## src/rtl/data_ctrl.sv

```systemverilog
// data_ctrl: byte-serial load/store engine between the load
// buffer / reorder buffer and the byte-wide RAM port.
module data_ctrl (
  input  logic        clk_in,
  input  logic        rst_in,
  input  logic        rdy_in,
  input  logic        lbuffer_datactrl_en_in,
  input  logic [31:0] lbuffer_datactrl_addr_in,
  input  logic [2:0]  lbuffer_datactrl_width_in,
  input  logic        lbuffer_datactrl_signed_in,
  output logic        datactrl_lbuffer_en_out,
  output logic [31:0] datactrl_lbuffer_data_out,
  input  logic        rob_datactrl_en_in,
  input  logic [31:0] rob_datactrl_addr_in,
  input  logic [2:0]  rob_datactrl_width_in,
  input  logic [31:0] rob_datactrl_data_in,
  output logic        datactrl_rob_en_out,
  input  logic        rob_datactrl_rst_in,
  input  logic [7:0]  mem_din,
  output logic [7:0]  mem_dout,
  output logic [31:0] mem_a,
  output logic        mem_wr
);

  typedef enum logic [1:0] {
    IDLE  = 2'd0,
    LOAD  = 2'd1,
    STORE = 2'd2
  } state_t;

  function automatic logic [2:0] width_of(
    input logic [2:0] enc
  );
    logic [2:0] w;
    unique case (1'b1)
      (enc == 3'b010): w = 3'd2;
      (enc == 3'b100): w = 3'd4;
      default:         w = 3'd1;
    endcase
    return w;
  endfunction

  state_t      state_q, state_d;
  logic [31:0] addr_q;
  logic [31:0] sdata_q;
  logic [31:0] buf_q;
  logic [31:0] ldata_q;
  logic [2:0]  w_q;
  logic [2:0]  k_q;
  logic [1:0]  pk_q;
  logic        pend_q;
  logic        sgn_q;
  logic        ld_done_q;
  logic        st_done_q;

  logic        flush;
  logic        acc_st;
  logic        acc_ld;
  logic        issue;
  logic        last_cap;
  logic        st_last;
  logic [1:0]  sel;
  logic [31:0] asm_v;
  logic [31:0] ext_v;

  // A requester still high in its own done cycle is not re-taken.
  assign flush    = rob_datactrl_rst_in;
  assign acc_st   = rob_datactrl_en_in && !st_done_q;
  assign acc_ld   = lbuffer_datactrl_en_in && !ld_done_q
                    && !flush;
  assign issue    = k_q < w_q;
  assign last_cap = pend_q && ({1'b0, pk_q} == w_q - 3'd1);
  assign st_last  = k_q == w_q - 3'd1;

  assign datactrl_lbuffer_en_out   = ld_done_q;
  assign datactrl_lbuffer_data_out = ldata_q;
  assign datactrl_rob_en_out       = st_done_q;

  // Merge the arriving byte and extend the final load value.
  always_comb begin
    asm_v = buf_q;
    asm_v[{pk_q, 3'b000} +: 8] = mem_din;
    unique case (1'b1)
      (w_q == 3'd1):
        ext_v = {{24{sgn_q & asm_v[7]}}, asm_v[7:0]};
      (w_q == 3'd2):
        ext_v = {{16{sgn_q & asm_v[15]}}, asm_v[15:0]};
      default:
        ext_v = asm_v;
    endcase
  end

  // State register; a stall freezes it.
  always_ff @(posedge clk_in) begin
    if (!rst_in) begin
      state_q <= IDLE;
    end else if (rdy_in) begin
      state_q <= state_d;
    end
  end

  // Next-state selection; stores win over loads.
  always_comb begin
    state_d = state_q;
    unique case (state_q)
      IDLE: begin
        if (acc_st) begin
          state_d = STORE;
        end else if (acc_ld) begin
          state_d = LOAD;
        end
      end
      LOAD: begin
        if (flush || last_cap) begin
          state_d = IDLE;
        end
      end
      STORE: begin
        if (st_last) begin
          state_d = IDLE;
        end
      end
      default: state_d = IDLE;
    endcase
  end

  // Request capture, byte counters, assembly and done pulses.
  always_ff @(posedge clk_in) begin
    if (!rst_in) begin
      addr_q    <= '0;
      sdata_q   <= '0;
      buf_q     <= '0;
      ldata_q   <= '0;
      w_q       <= 3'd1;
      k_q       <= '0;
      pk_q      <= '0;
      pend_q    <= 1'b0;
      sgn_q     <= 1'b0;
      ld_done_q <= 1'b0;
      st_done_q <= 1'b0;
    end else if (rdy_in) begin
      ld_done_q <= 1'b0;
      st_done_q <= 1'b0;
      unique case (state_q)
        IDLE: begin
          k_q    <= '0;
          pk_q   <= '0;
          pend_q <= 1'b0;
          if (acc_st) begin
            addr_q  <= rob_datactrl_addr_in;
            sdata_q <= rob_datactrl_data_in;
            w_q     <= width_of(rob_datactrl_width_in);
          end else if (acc_ld) begin
            addr_q <= lbuffer_datactrl_addr_in;
            w_q    <= width_of(lbuffer_datactrl_width_in);
            sgn_q  <= lbuffer_datactrl_signed_in;
            buf_q  <= '0;
          end
        end
        LOAD: begin
          if (flush) begin
            k_q    <= '0;
            pend_q <= 1'b0;
          end else begin
            if (pend_q) begin
              buf_q[{pk_q, 3'b000} +: 8] <= mem_din;
            end
            if (last_cap) begin
              ldata_q   <= ext_v;
              ld_done_q <= 1'b1;
              k_q       <= '0;
              pend_q    <= 1'b0;
            end else if (issue) begin
              pend_q <= 1'b1;
              pk_q   <= k_q[1:0];
              k_q    <= k_q + 3'd1;
            end
          end
        end
        STORE: begin
          if (st_last) begin
            st_done_q <= 1'b1;
            k_q       <= '0;
          end else begin
            k_q <= k_q + 3'd1;
          end
        end
        default: k_q <= '0;
      endcase
    end
  end

  // RAM port; while stalled, keep the in-flight byte's address up.
  always_comb begin
    mem_a    = '0;
    mem_wr   = 1'b0;
    mem_dout = '0;
    sel      = (!rdy_in || !issue) ? pk_q : k_q[1:0];
    unique case (state_q)
      LOAD: begin
        mem_a = addr_q + {30'd0, sel};
      end
      STORE: begin
        mem_a  = addr_q + {29'd0, k_q};
        mem_wr = rdy_in;
        if (rdy_in) begin
          mem_dout = sdata_q[{k_q[1:0], 3'b000} +: 8];
        end
      end
      default: mem_a = '0;
    endcase
  end

endmodule

```

## config.mk

```make
export PLATFORM = sky130hd
export DESIGN_NAME = data_ctrl
export DESIGN_NICKNAME = d
export VERILOG_FILES = /design/src/rtl/data_ctrl.sv
export SDC_FILE = /design/constraint.sdc
export NUM_CORES = 1
export LEC_CHECK = 0
export CORE_MARGIN = 5
export CORE_UTILIZATION = 50
export DETAILED_ROUTE_END_ITERATION = 6
export PLACE_DENSITY = 0.81
export SLEW_MARGIN = 20
export SYNTH_ARGS = -nofsm -noshare
export SYNTH_HDL_FRONTEND = slang
export SYNTH_SLANG_ARGS = --single-unit
```

## constraint.sdc

```tcl
create_clock -name clk_in -period 5.05 [get_ports clk_in]
set_input_delay 0.505 -clock clk_in [delete_from_list [all_inputs] [get_ports clk_in]]
set_output_delay 0.505 -clock clk_in [all_outputs]
set_load 0.005 [all_outputs]
```

# Yosys cells after proc, flatten, opt, wreduce, memory -nomap -nowiden
# Index checks and enable logic that the tools add are counted.
[classes] add_sub_neg=5 order_cmp=1 n_eq_ne=20 shifts=3 mux=41 bitwise_logic=4 reduce_logical=23
[ops] cell="32-bit 2-to-1 mux" n=6
[ops] cell="32-bit case mux with 2 select lines" n=3
[ops] cell="32-bit by 2-bit adder with 32-bit output" n=1
[ops] cell="32-bit by 3-bit adder with 32-bit output" n=1
[ops] cell="32-bit bitwise mux" n=1
[ops] cell="8-bit by 7-bit variable shift with 32-bit output, first input constant" n=1
[ops] cell="32-bit by 6-bit variable part select with 8-bit output" n=1
[ops] cell="8-bit by 7-bit variable part select with 32-bit output" n=1
[ops] cell="3-bit 2-to-1 mux" n=6
[ops] cell="3-bit case mux with 2 select lines" n=3
[ops] cell="2-bit 2-to-1 mux" n=8
[ops] cell="8-bit 2-to-1 mux" n=2
[ops] cell="2-bit inequality test, second input constant" n=8
[ops] cell="4-bit AND reduction" n=3
[ops] cell="3-bit by 2-bit == test with 1-bit output, second input constant" n=3
[ops] cell="1-bit 2-to-1 mux" n=9
[ops] cell="3-bit AND reduction" n=3
[ops] cell="5-bit negation with 7-bit output" n=1
[ops] cell="3-bit == test, second input constant" n=2
[ops] cell="2-bit case mux with 3 select lines" n=1
[ops] cell="6-bit AND reduction" n=1
[ops] cell="1-bit logical NOT" n=5
[ops] cell="5-bit AND reduction" n=1
[ops] cell="1-bit logical AND" n=4
[ops] cell="other kinds (18)" n=22
[word_totals] register_bits=142 in_bits=117 output_inout_bits=75 elab_cells=109

# Depth between registers and ports, before layout
# Gate-level depths: netlist of the first run.
[depth] ltp_word=6 depth_mapped=16 depth_no_buf=15

# Worst setup path after synthesis of the first run
# No wires, ideal clock.
[synth_path] path_type="flip-flop to output port" startpoint="register k_q[0]" endpoint="output mem_a[14]" arrival_time_ps=3349 required_ps=4545 path_slack_ps=1196 stages_incl_launch_ff=16 path_buffers=1 path_cell_list="dfxtp_1 clkbuf_1 inv_1 ha_1 o21a_1 a21oi_1 nand2_1 o21ai_0 ha_1 inv_1 fa_1 nor2b_1 o211a_1 nand2_1 or3_1 a21boi_0"
[synth_via] elab_chain_len=6 elab_cells_between_ends=7 cone_classes="2 x add/sub; 1 x order compare; 2 x mux; 2 x reduce/logical"
[synth_lines] item="start, declared" line_no="49" rtl="logic [2:0] k_q;"
[synth_lines] item="start signal, assigned" line_no="176" rtl="k_q <= k_q + 3'd1;"
[synth_lines] item="start signal, assigned" line_no="185" rtl="k_q <= k_q + 3'd1;"
[synth_lines] item="3-bit < comparator" line_no="71" rtl="assign issue = k_q < w_q;"
[synth_lines] item="1-bit logical NOT" line_no="198" rtl="sel = (!rdy_in || !issue) ? pk_q : k_q[1:0];"
[synth_lines] item="1-bit logical OR" line_no="198"
[synth_lines] item="2-bit 2-to-1 mux" line_no="198"
[synth_lines] item="32-bit by 2-bit adder with 32-bit output" line_no="201" rtl="mem_a = addr_q + {30'd0, sel};"
[synth_lines] item="32-bit case mux with 2 select lines (*)" line_no="199" rtl="unique case (state_q)"
[synth_lines] item="end, declared" line_no="21" rtl="output logic [31:0] mem_a,"
# Mark *: on every way between the ends. The rest lies on a longest branch, timed or not.

# Worst setup path after layout of the first run
[layout_path] startpoint="register w_q[2]" endpoint="output mem_a[16]"
[layout_via] elab_chain_len=6
[layout_lines] item="start, declared" line_no="48" rtl="logic [2:0] w_q;"
[layout_lines] item="start signal, assigned" line_no="152" rtl="w_q <= width_of(rob_datactrl_width_in);"
[layout_lines] item="start signal, assigned" line_no="155" rtl="w_q <= width_of(lbuffer_datactrl_width_in);"
[layout_lines] item="3-bit < comparator" line_no="71"
[layout_lines] item="1-bit logical NOT" line_no="198"
[layout_lines] item="1-bit logical OR" line_no="198"
[layout_lines] item="2-bit 2-to-1 mux" line_no="198"
[layout_lines] item="32-bit by 2-bit adder with 32-bit output" line_no="201"
[layout_lines] item="32-bit case mux with 2 select lines" line_no="199"
# Every way passes these cells.

==> results of run 1 <==
==> metrics by stage <==
| stage | hold WS (ns) | instances | TNS, ns | area [um^2] |
|---|---|---|---|---|
| 3_5_place_dp | 0.4432 | 1242 | 0 | 9525 |
| 4_1_cts | 0.4511 | 1273 | 0 | 10200 |
| 6_report | 0.4491 | 1273 | 0 | 10220 |
| 2_1_floorplan | 0.4273 | 917 | 0 | 7550 |
| 3_3_place_gp | 0.4346 | 1242 | 0 | 9525 |
| 5_1_grt | 0.4721 | 1273 | -0.006387 | 10220 |
==> cells by family after synthesis <==
group	Yosys count	share of synthesized area, %
AND/OR/NAND/NOR	416	26.42
buffers and inverters	87	4.922
adder cells (fa/ha/maj)	19	3.248
multiplexers	27	4.939
flip-flops	142	37.65
XOR/XNOR	32	3.911
AO/OA/AOI/OAI	194	18.91
==> registers in the layout, indices dropped and copies added, names as in the netlist, 2 cells and up <==
| signal | flops |
|---|---|
| addr_q | 32 |
| buf_q | 32 |
| datactrl_lbuffer_data_out | 32 |
| sdata_q | 32 |
| k_q | 3 |
| w_q | 3 |
| pk_q | 2 |
| state_q | 2 |
==> routing by layer <==
layer / GRT usage (%) / share of wire (%) / vias to the layer above
met3: 4.411 / 5.3 / 54
li1: - / - / 3519
met4: 10.62 / 3.3 / 0
met5: 0 / 0 / -
met1: 29.57 / 43 / 3358
met2: 39.84 / 49 / 230
==> final timing paths <==
path,to,slack [ns],cells past startpoint
min reg2reg,buf_q[2],0.45,2
min,buf_q[2],0.45,2
max,mem_a[16],0.29,15
max reg2reg,buf_q[18],2.06,7
==> where the power goes <==
group / internal [mW] / switching, mW
combinational: 0.203 / 0.208
clock: 0.964 / 0.466
sequential: 1.17 / 0.0455
==> layout make-up <==
type / instances / area share (%)
Multi-Input combinational cell: 688 / 42.74
Clock buffer: 21 / 4.603
Sequential cell: 142 / 27.83
Inverter: 21 / 0.7835
Timing Repair Buffer: 203 / 19.71
Clock inverter: 10 / 2.032
Tap cell: 188 / 2.302
==> cell usage after synthesis (all sizes together) (16+ instances only) <==
| library cell | count |
|---|---|
| nand2 | 169 |
| dfxtp | 142 |
| inv | 21 |
| xnor2 | 25 |
| nand3 | 18 |
| and2 | 36 |
| a21oi | 79 |
| clkbuf | 45 |
| ha | 18 |
| a22o | 16 |
| mux2i | 17 |
| a311oi | 32 |
| o221a | 24 |
| nor2b | 38 |
| buf | 21 |
| nor2 | 91 |
| o21ai | 19 |
==> worst register-to-register path, delay by kind of cell (launching register included) <==
family          cells  cell delay, ns
buf+inv             1            0.07
simple gates        3            1.48
compound gates      2            0.37
flops               1            0.32
fa+ha+maj           1            0.69
==> timing repair <==
action,CTS,global route
hold endpoints to repair,0,0
buffers inserted,0,0
endpoints found under the setup margin,0,8
resized for setup,0,3
hold buffers,0,0
==> impl_metrics.toml, run 1 <==
[routing]
drc = 0
avgRoutedWirePerCell_um = 16.51
via_per_inst = 5.625
via_count = 7161
first_pass_iters = 5
wl_um = 21010
drt-initial-drc-count = 510
drtAntennaViolNets = 0

[grt]
overflow = 0
grt_pass1_wl_um = 34460
grt_antenna_before_repair = 0
grt_max_degree = 101
grt_pass1_vias = 6801
grt_usage_pct = 23.71

[cts]
clockRootBuffer = "clkbuf_16"
cts_max_path_buffers = 2
cts.sinks = 142
htree_levels = 4
cts_tree = "yes"
clk_pin_slew_ns = 0.06
numCtsBuffers = 17
insertion_delay_ns = 0.42

[worst_setup_path]
required_ns = 4.55
worstSetupPathType = "reg2out"
r2r-start = "state_q[1]"
path_cells = "inv_1 > ha_1 > a21oi_1 > o21a_1 > a21oi_2 > o21ai_0 > ha_1 > inv_1 > fa_1 > nor2b_2 > o211a_1 > nand2_1 > or3_1 > a21boi_0 > clkdlybuf4s50_1"
slowest_delay_ns = 0.52
start_kind = "flop"
slowest_stage = "clkdlybuf4s50_1"
cp_max_fo = 7
path_delay_family = "compound AO/OA/AOI/OAI gates"
worst-path-buf-inv = 3
crit_start = "w_q[2]"
cp.arrival_ns = 4.26
endpoint_kind = "primary output"

[timing]
relSlewSlack_pct = 28.47
layout_min_cycle_time_ns = 4.763
worst_slack_ns = 0.2873
setup_violations = 0
slew_viol_final = 0
skew_ns = 0.005823
max_freq_mhz = 210.0
fin_crit_sh_pct = 94.31
final-hold-violation-count = 0
tightestPinTransition_ns = 1.071

[yosys]
yosys-top-cells-area = "dfxtp_1, nand2_1, a21oi_1"
ys_ff_latch = 142
ys_async_sr_fraction_pct = 0
synth_nets = 1053
yosys_most_used_dff = "dfxtp_1"
synth_top_area_share_pct = 37.65
synth_top_area_cell = "dfxtp_1"
synth_warnings = 0
synth_area_um2 = 7550
postSynthAreaPerCell_um2 = 8.233
synthCells = 917
ys_seq_area_share_pct = 37.65
synth_edf_count = 0
synthDistinctLibCells = 64

[power]
p_per_area_nw_per_um2 = 298.8
leakage_nw = 3.723
ir_worst_vdd_v = 0.0002565
total_power_mw = 3.054

[status]
status = "finished, final reports clean"

[cells_and_area]
final-seq-area_um2 = 2844
fillers = 1236
final_nets = 1209
final_cell_mix = "clkdlybuf4s50_1, nand2_1, dfxtp_1"
utilization_pct = 67.98
antenna_cells = 0
final_common_cell = "clkdlybuf4s50_1"
layout-drive-gt1-share_pct = 8.848
synthToLayoutAreaGrowth_pct = 35.37
multi_input_area_um2 = 4368

[die]
die_y_um = 132.9
ios = 192
fp.dieArea_um2 = 17660
start_util_pct = 50.22
rows = 45
die_w_um = 132.9
core_area_um2 = 15030

[hold_path]
hold_path.class = "reg2reg"
hold_start = "buf_q[2]"

[placement]
dpl.hpwl_um = 14610
gp_congestion = 0.9118
dp_slack_ns = 0.6027
numPortBuffers = 191

[job]
maxCapViolations = 0
(Power assumes the default switching activity.)
==> inputs of run 2 (changes only) <==
Settings changed: CORE_UTILIZATION 50 to 51, CTS_BUF_LIST from default to sky130_fd_sc_hd__clkbuf_2 sky130_fd_sc_hd__clkbuf_4 sky130_fd_sc_hd__clkbuf_8, PLACE_DENSITY 0.81 to 0.83.
==> run 2 against run 1 <==
Routed wire length rose by 0.36%. Maximum frequency up 0.22%. Via count hardly changed. Final cell count hardly changed. Sequential share of layout area rose by 0.80 points. Design area shrank 2.8%. Critical path depth rose by 1. Critical path type unchanged. Largest power group is now registers.
==> impl_metrics.toml, run 2 (synthesis results as in run 1) <==
[hold_path]
whs_endpoint = "sdata_q[29]"
hold_depth = 2
hold_path.class = "reg2reg"
hold_start = "sdata_q[29]"

[worst_setup_path]
start_kind = "flop"
path_cells = "inv_1 > ha_1 > nand2_1 > o21a_1 > a21oi_1 > nand2_1 > o21ai_0 > ha_1 > inv_1 > fa_1 > nor2b_2 > o211a_1 > nand2_1 > or3_1 > a21boi_0 > clkdlybuf4s50_1"
slowest_delay_ns = 0.54
endpoint_kind = "primary output"
cp_max_fo = 7
slowest_stage = "clkdlybuf4s50_1"
r2r-start = "state_q[1]"
r2r_slack_ns = 2.02
crit_path_frequent_cell = "nand2_1"
worstSetupPathType = "reg2out"
cp.arrival_ns = 4.25
timing.rr.end = "buf_q[23]"
required_ns = 4.55
ff2ff_path_depth = 7

[cts]
cts_tree = "yes"
clk_pin_slew_ns = 0.08
cts_max_path_buffers = 2
cts.sinks = 142
clockRootBuffer = "clkbuf_8"
htree_levels = 4
cts_hold_buf = 0
numCtsBuffers = 17
insertion_delay_ns = 0.45

[cells_and_area]
synthToLayoutAreaGrowth_pct = 31.59
final_common_cell = "clkdlybuf4s50_1"
final_cell_mix = "clkdlybuf4s50_1, nand2_1, dfxtp_1"
fillers = 1218
utilization_pct = 68.35
final_nets = 1210
layout-drive-gt1-share_pct = 8.924

[power]
leakage_nw = 3.593
share_comb_of_total_power_pct = 16.0
swShare_pct = 27.83
ir_worst_vdd_v = 0.0001879
power.share.sequential_pct = 47.4
p_int_mw = 1.842
pwr-share-clk_pct = 36.6
p_per_area_nw_per_um2 = 256.9
switching_power_uw = 710.3

[grt]
overflow = 0
grt_usage_pct = 23.84
grt_antenna_before_repair = 1
grt_pass1_wl_um = 34380
grt_pass1_vias = 6680
grt_max_degree = 74

[job]
maxCapViolations = 0

[timing]
max_freq_mhz = 210.4
tightestPinTransition_ns = 0.9639
skew_ns = 0.009584
layout_min_cycle_time_ns = 4.752
final-hold-violation-count = 0
timing.setup.tns_ns = 0
rsz0062_at_grt = "false"
relSlewSlack_pct = 35.74
setup_violations = 0
slew_viol_final = 0
fin_crit_sh_pct = 94.11

[placement]
dpl.hpwl_um = 14950
numPortBuffers = 191
gp_congestion = 0.9108

[routing]
via_per_inst = 5.633
via_count = 7165
drc = 0
avgRoutedWirePerCell_um = 16.58
drtAntennaViolNets = 0
first_pass_iters = 5
wl_um = 21090
drt-initial-drc-count = 673

[die]
core_area_um2 = 14530
fp.dieArea_um2 = 17340
ios = 192
die_w_um = 131.7
start_util_pct = 51.95
rows = 44
die_y_um = 131.7

[status]
status = "finished, final reports clean"
## run 2: cell types whose count changed in the layout (fill, tap and decap cells not counted), moves of 2 or more
cell,delta
clkbuf_8,+16
clkinvlp_4,+2
clkinv_4,+2
buf_4,+2
clkbuf_16,-17
bufinv_16,-4
## run 2: critical path: cells and delay by family, from the launching register on
kind	cells	cell delay, ns
buffers and inverters	3	0.67
AO/OA/AOI/OAI	5	1.02
flip-flops	1	0.42
AND/OR/NAND/NOR	5	0.81
adder cells (fa/ha/maj)	3	0.89
## run 2: layer usage
| layer | vias to the layer above | global-route usage (%) | part of all wire [%] |
|---|---|---|---|
| met4 | 0 | 10.69 | 3.0 |
| met5 | - | 0 | 0 |
| met1 | 3333 | 30.61 | 42 |
| met3 | 50 | 4.396 | 5.7 |
| met2 | 259 | 39.11 | 49 |
| li1 | 3523 | - | - |
## run 2: how the worst max path moves through the flow
stage          startpoint   endpoint  slack [ns]
2_1_floorplan      k_q[0]  mem_a[14]        1.20
3_3_place_gp       w_q[2]  mem_a[16]        0.78
3_5_place_dp       w_q[2]  mem_a[14]        0.66
4_1_cts            w_q[2]  mem_a[14]        0.15
5_1_grt            w_q[2]  mem_a[14]        0.05
6_report           w_q[2]  mem_a[14]        0.30
## run 2: per-stage QoR
step           instances  setup slack, ns  hold WS (ns)  power (mW)  area (um^2)
6_report            1272           0.2976        0.4541       2.552         9935
2_1_floorplan        917            1.196        0.4273       1.454         7550
5_1_grt             1272          0.05188        0.4735       2.670         9935
3_3_place_gp        1239           0.7774        0.4341       1.634         9515
3_5_place_dp        1239           0.6582        0.4430       1.643         9520
4_1_cts             1271           0.1527        0.4544       2.568         9926
## run 2: area by class of cell
class / instances / area [um^2] / share of cell area, %
multi-input cells: 688 / 4363 / 43.92
flip-flops and latches: 142 / 2844 / 28.63
repair buffers: 204 / 2009 / 20.23
clock buffers: 20 / 269.0 / 2.708
well taps: 184 / 230.2 / 2.317
clock inverters: 12 / 136.4 / 1.373
inverters: 21 / 80.08 / 0.8060
diodes: 1 / 2.502 / 0.02519
## run 2: power by group through the flow
stage          combinational (mW)  clock [mW]  sequential [mW]
2_1_floorplan               0.234           0             1.22
3_3_place_gp                0.400           0             1.23
3_5_place_dp                0.408           0             1.23
4_1_cts                     0.410       0.949             1.21
5_1_grt                     0.450        1.00             1.22
6_report                    0.410       0.933             1.21
## run 2: timing repair
| action | in CTS | in global routing |
|---|---|---|
| setup buffers | 0 | 0 |
| setup endpoints to repair | 0 | 2 |
| gates resized for setup | 0 | 2 |
==> inputs of run 3 (changes only) <==
Settings changed: CORE_MARGIN 5 to 1.
==> run 3 against run 2 <==
Non-clock buffer count unchanged. Worst setup slack improved by 0.064 ns. Final cell count decreased by 0.24%. Combinational power about the same. Clock power increased by 2.5%. Design area increased by 0.10%. Sequential cell count unchanged. Global-route usage increased by 2.7 points. Maximum frequency increased by 1.4%.
==> impl_metrics.toml, run 3 (synthesis results as in run 1) <==
[cts]
cts_hold_buf = 0
clk_pin_slew_ns = 0.08
htree_levels = 4
cts_setup_buffers = 0
insertion_delay_ns = 0.44
cts_resized = 0
cts_tree = "yes"
numCtsBuffers = 17
clockRootBuffer = "clkbuf_8"
cts.sinks = 142
cts_max_path_buffers = 2

[routing]
drc = 0
avgRoutedWirePerCell_um = 15.91
via_count = 7111
first_pass_iters = 7
drtAntennaViolNets = 0
drt-initial-drc-count = 545
wl_um = 20190
via_per_inst = 5.604

[timing]
slew_viol_final = 0
layout_min_cycle_time_ns = 4.688
tightestPinTransition_ns = 1.085
fin_crit_sh_pct = 92.84
worst_slack_ns = 0.3616
skew_ns = 0.009295
final-hold-violation-count = 0
relSlewSlack_pct = 27.41
setup_violations = 0
max_freq_mhz = 213.3

[cells_and_area]
synthToLayoutAreaGrowth_pct = 31.72
finalNonFillerCells = 1269
antenna_cells = 0
final-seq-area_um2 = 2844
layout-drive-gt1-share_pct = 8.940
final_cell_mix = "clkdlybuf4s50_1, nand2_1, dfxtp_1"
multi_input_area_um2 = 4370
final_common_cell = "clkdlybuf4s50_1"
final_nets = 1210
fillers = 1238

[placement]
gp_congestion = 0.9089
dp_slack_ns = 0.5755
dpl.cell_count = 1239
numPortBuffers = 191
dpl.hpwl_um = 14100

[grt]
grt_antenna_before_repair = 0
overflow = 0
grt_usage_pct = 26.52
grt_max_degree = 41
grt_pass1_wl_um = 31710
grt_pass1_vias = 6508

[power]
leakage_nw = 3.585
switching_power_uw = 685.8
p_int_mw = 1.891
power.share.sequential_pct = 46.9
ir_worst_vdd_v = 0.0001412
p_per_area_nw_per_um2 = 259.2
swShare_pct = 26.61
pwr-share-clk_pct = 37.1
share_comb_of_total_power_pct = 16.0

[die]
start_util_pct = 52.14
core_area_um2 = 14480
fp.dieArea_um2 = 15290
die_y_um = 123.7
ios = 192
rows = 44
die_w_um = 123.7

[worst_setup_path]
endpoint_kind = "primary output"
cp.arrival_ns = 4.18
worstSetupPathType = "reg2out"
required_ns = 4.55
start_kind = "flop"
cp_max_fo = 7

[job]
maxCapViolations = 0

[hold_path]
hold_path.class = "reg2reg"

[status]
status = "finished, final reports clean"
==> run 3: through the flow <==
step / instance area [um^2] / total power, mW / util, % / setup TNS (ns) / hold WS (ns)
after floorplan: 7550 / 1.454 / - / 0 / 0.4273
after global placement: 9514 / 1.632 / 65.71 / 0 / 0.4347
after detailed placement: 9519 / 1.640 / 65.74 / 0 / 0.4428
after CTS: 9931 / 2.590 / 68.59 / 0 / 0.4537
after global routing: 9945 / 2.693 / 68.68 / -0.0002047 / 0.4745
final: 9945 / 2.577 / 68.68 / 0 / 0.4527
==> run 3: final cells by class <==
type | count | area share [%]
inverter | 21 | 0.7927
clock inverter | 9 | 1.359
multi-input combinational | 688 | 43.95
timing repair buffer | 204 | 20.21
clock buffer | 21 | 2.781
tap | 184 | 2.315
sequential | 142 | 28.60
==> run 3: power by group through the flow <==
stage | clock network, mW | logic [mW] | registers (mW)
after detailed placement | 0 | 0.407 | 1.23
after floorplan | 0 | 0.234 | 1.22
after global routing | 1.02 | 0.453 | 1.22
after global placement | 0 | 0.399 | 1.23
final | 0.956 | 0.412 | 1.21
after CTS | 0.973 | 0.410 | 1.21
==> run 3: layer usage <==
layer | vias to the layer above | wire length, um | global-route usage, % | share of wire, %
li1 | 3517 | - | - | -
met1 | 3326 | 8772 | 33.04 | 43
met2 | 218 | 9939 | 45.24 | 49
met3 | 50 | 937 | 4.945 | 4.6
met4 | 0 | 541 | 10.02 | 2.7
met5 | - | 0 | 0 | 0
==> run 3: worst paths after layout <==
| kind | from | end | slack, ns | cells past startpoint |
|---|---|---|---|---|
| min reg2reg | buf_q[6] | buf_q[6] | 0.45 | 2 |
| min | buf_q[6] | buf_q[6] | 0.45 | 2 |
| max | w_q[2] | mem_a[14] | 0.36 | 16 |
| max reg2reg | state_q[1] | buf_q[29] | 1.94 | 7 |
==> run 3: worst max-delay path: stages, from the launching register on <==
cell             delay (ns)
dfxtp_2                0.40
inv_1                  0.06
ha_1                   0.29
nand2_1                0.06
o21a_2                 0.23
a21oi_2                0.19
nand2_1                0.07
o21ai_0                0.10
ha_1                   0.21
inv_1                  0.06
fa_1                   0.42
nor2b_4                0.18
o211a_2                0.28
nand2_1                0.14
or3_1                  0.32
a21boi_0               0.19
clkdlybuf4s50_1        0.53
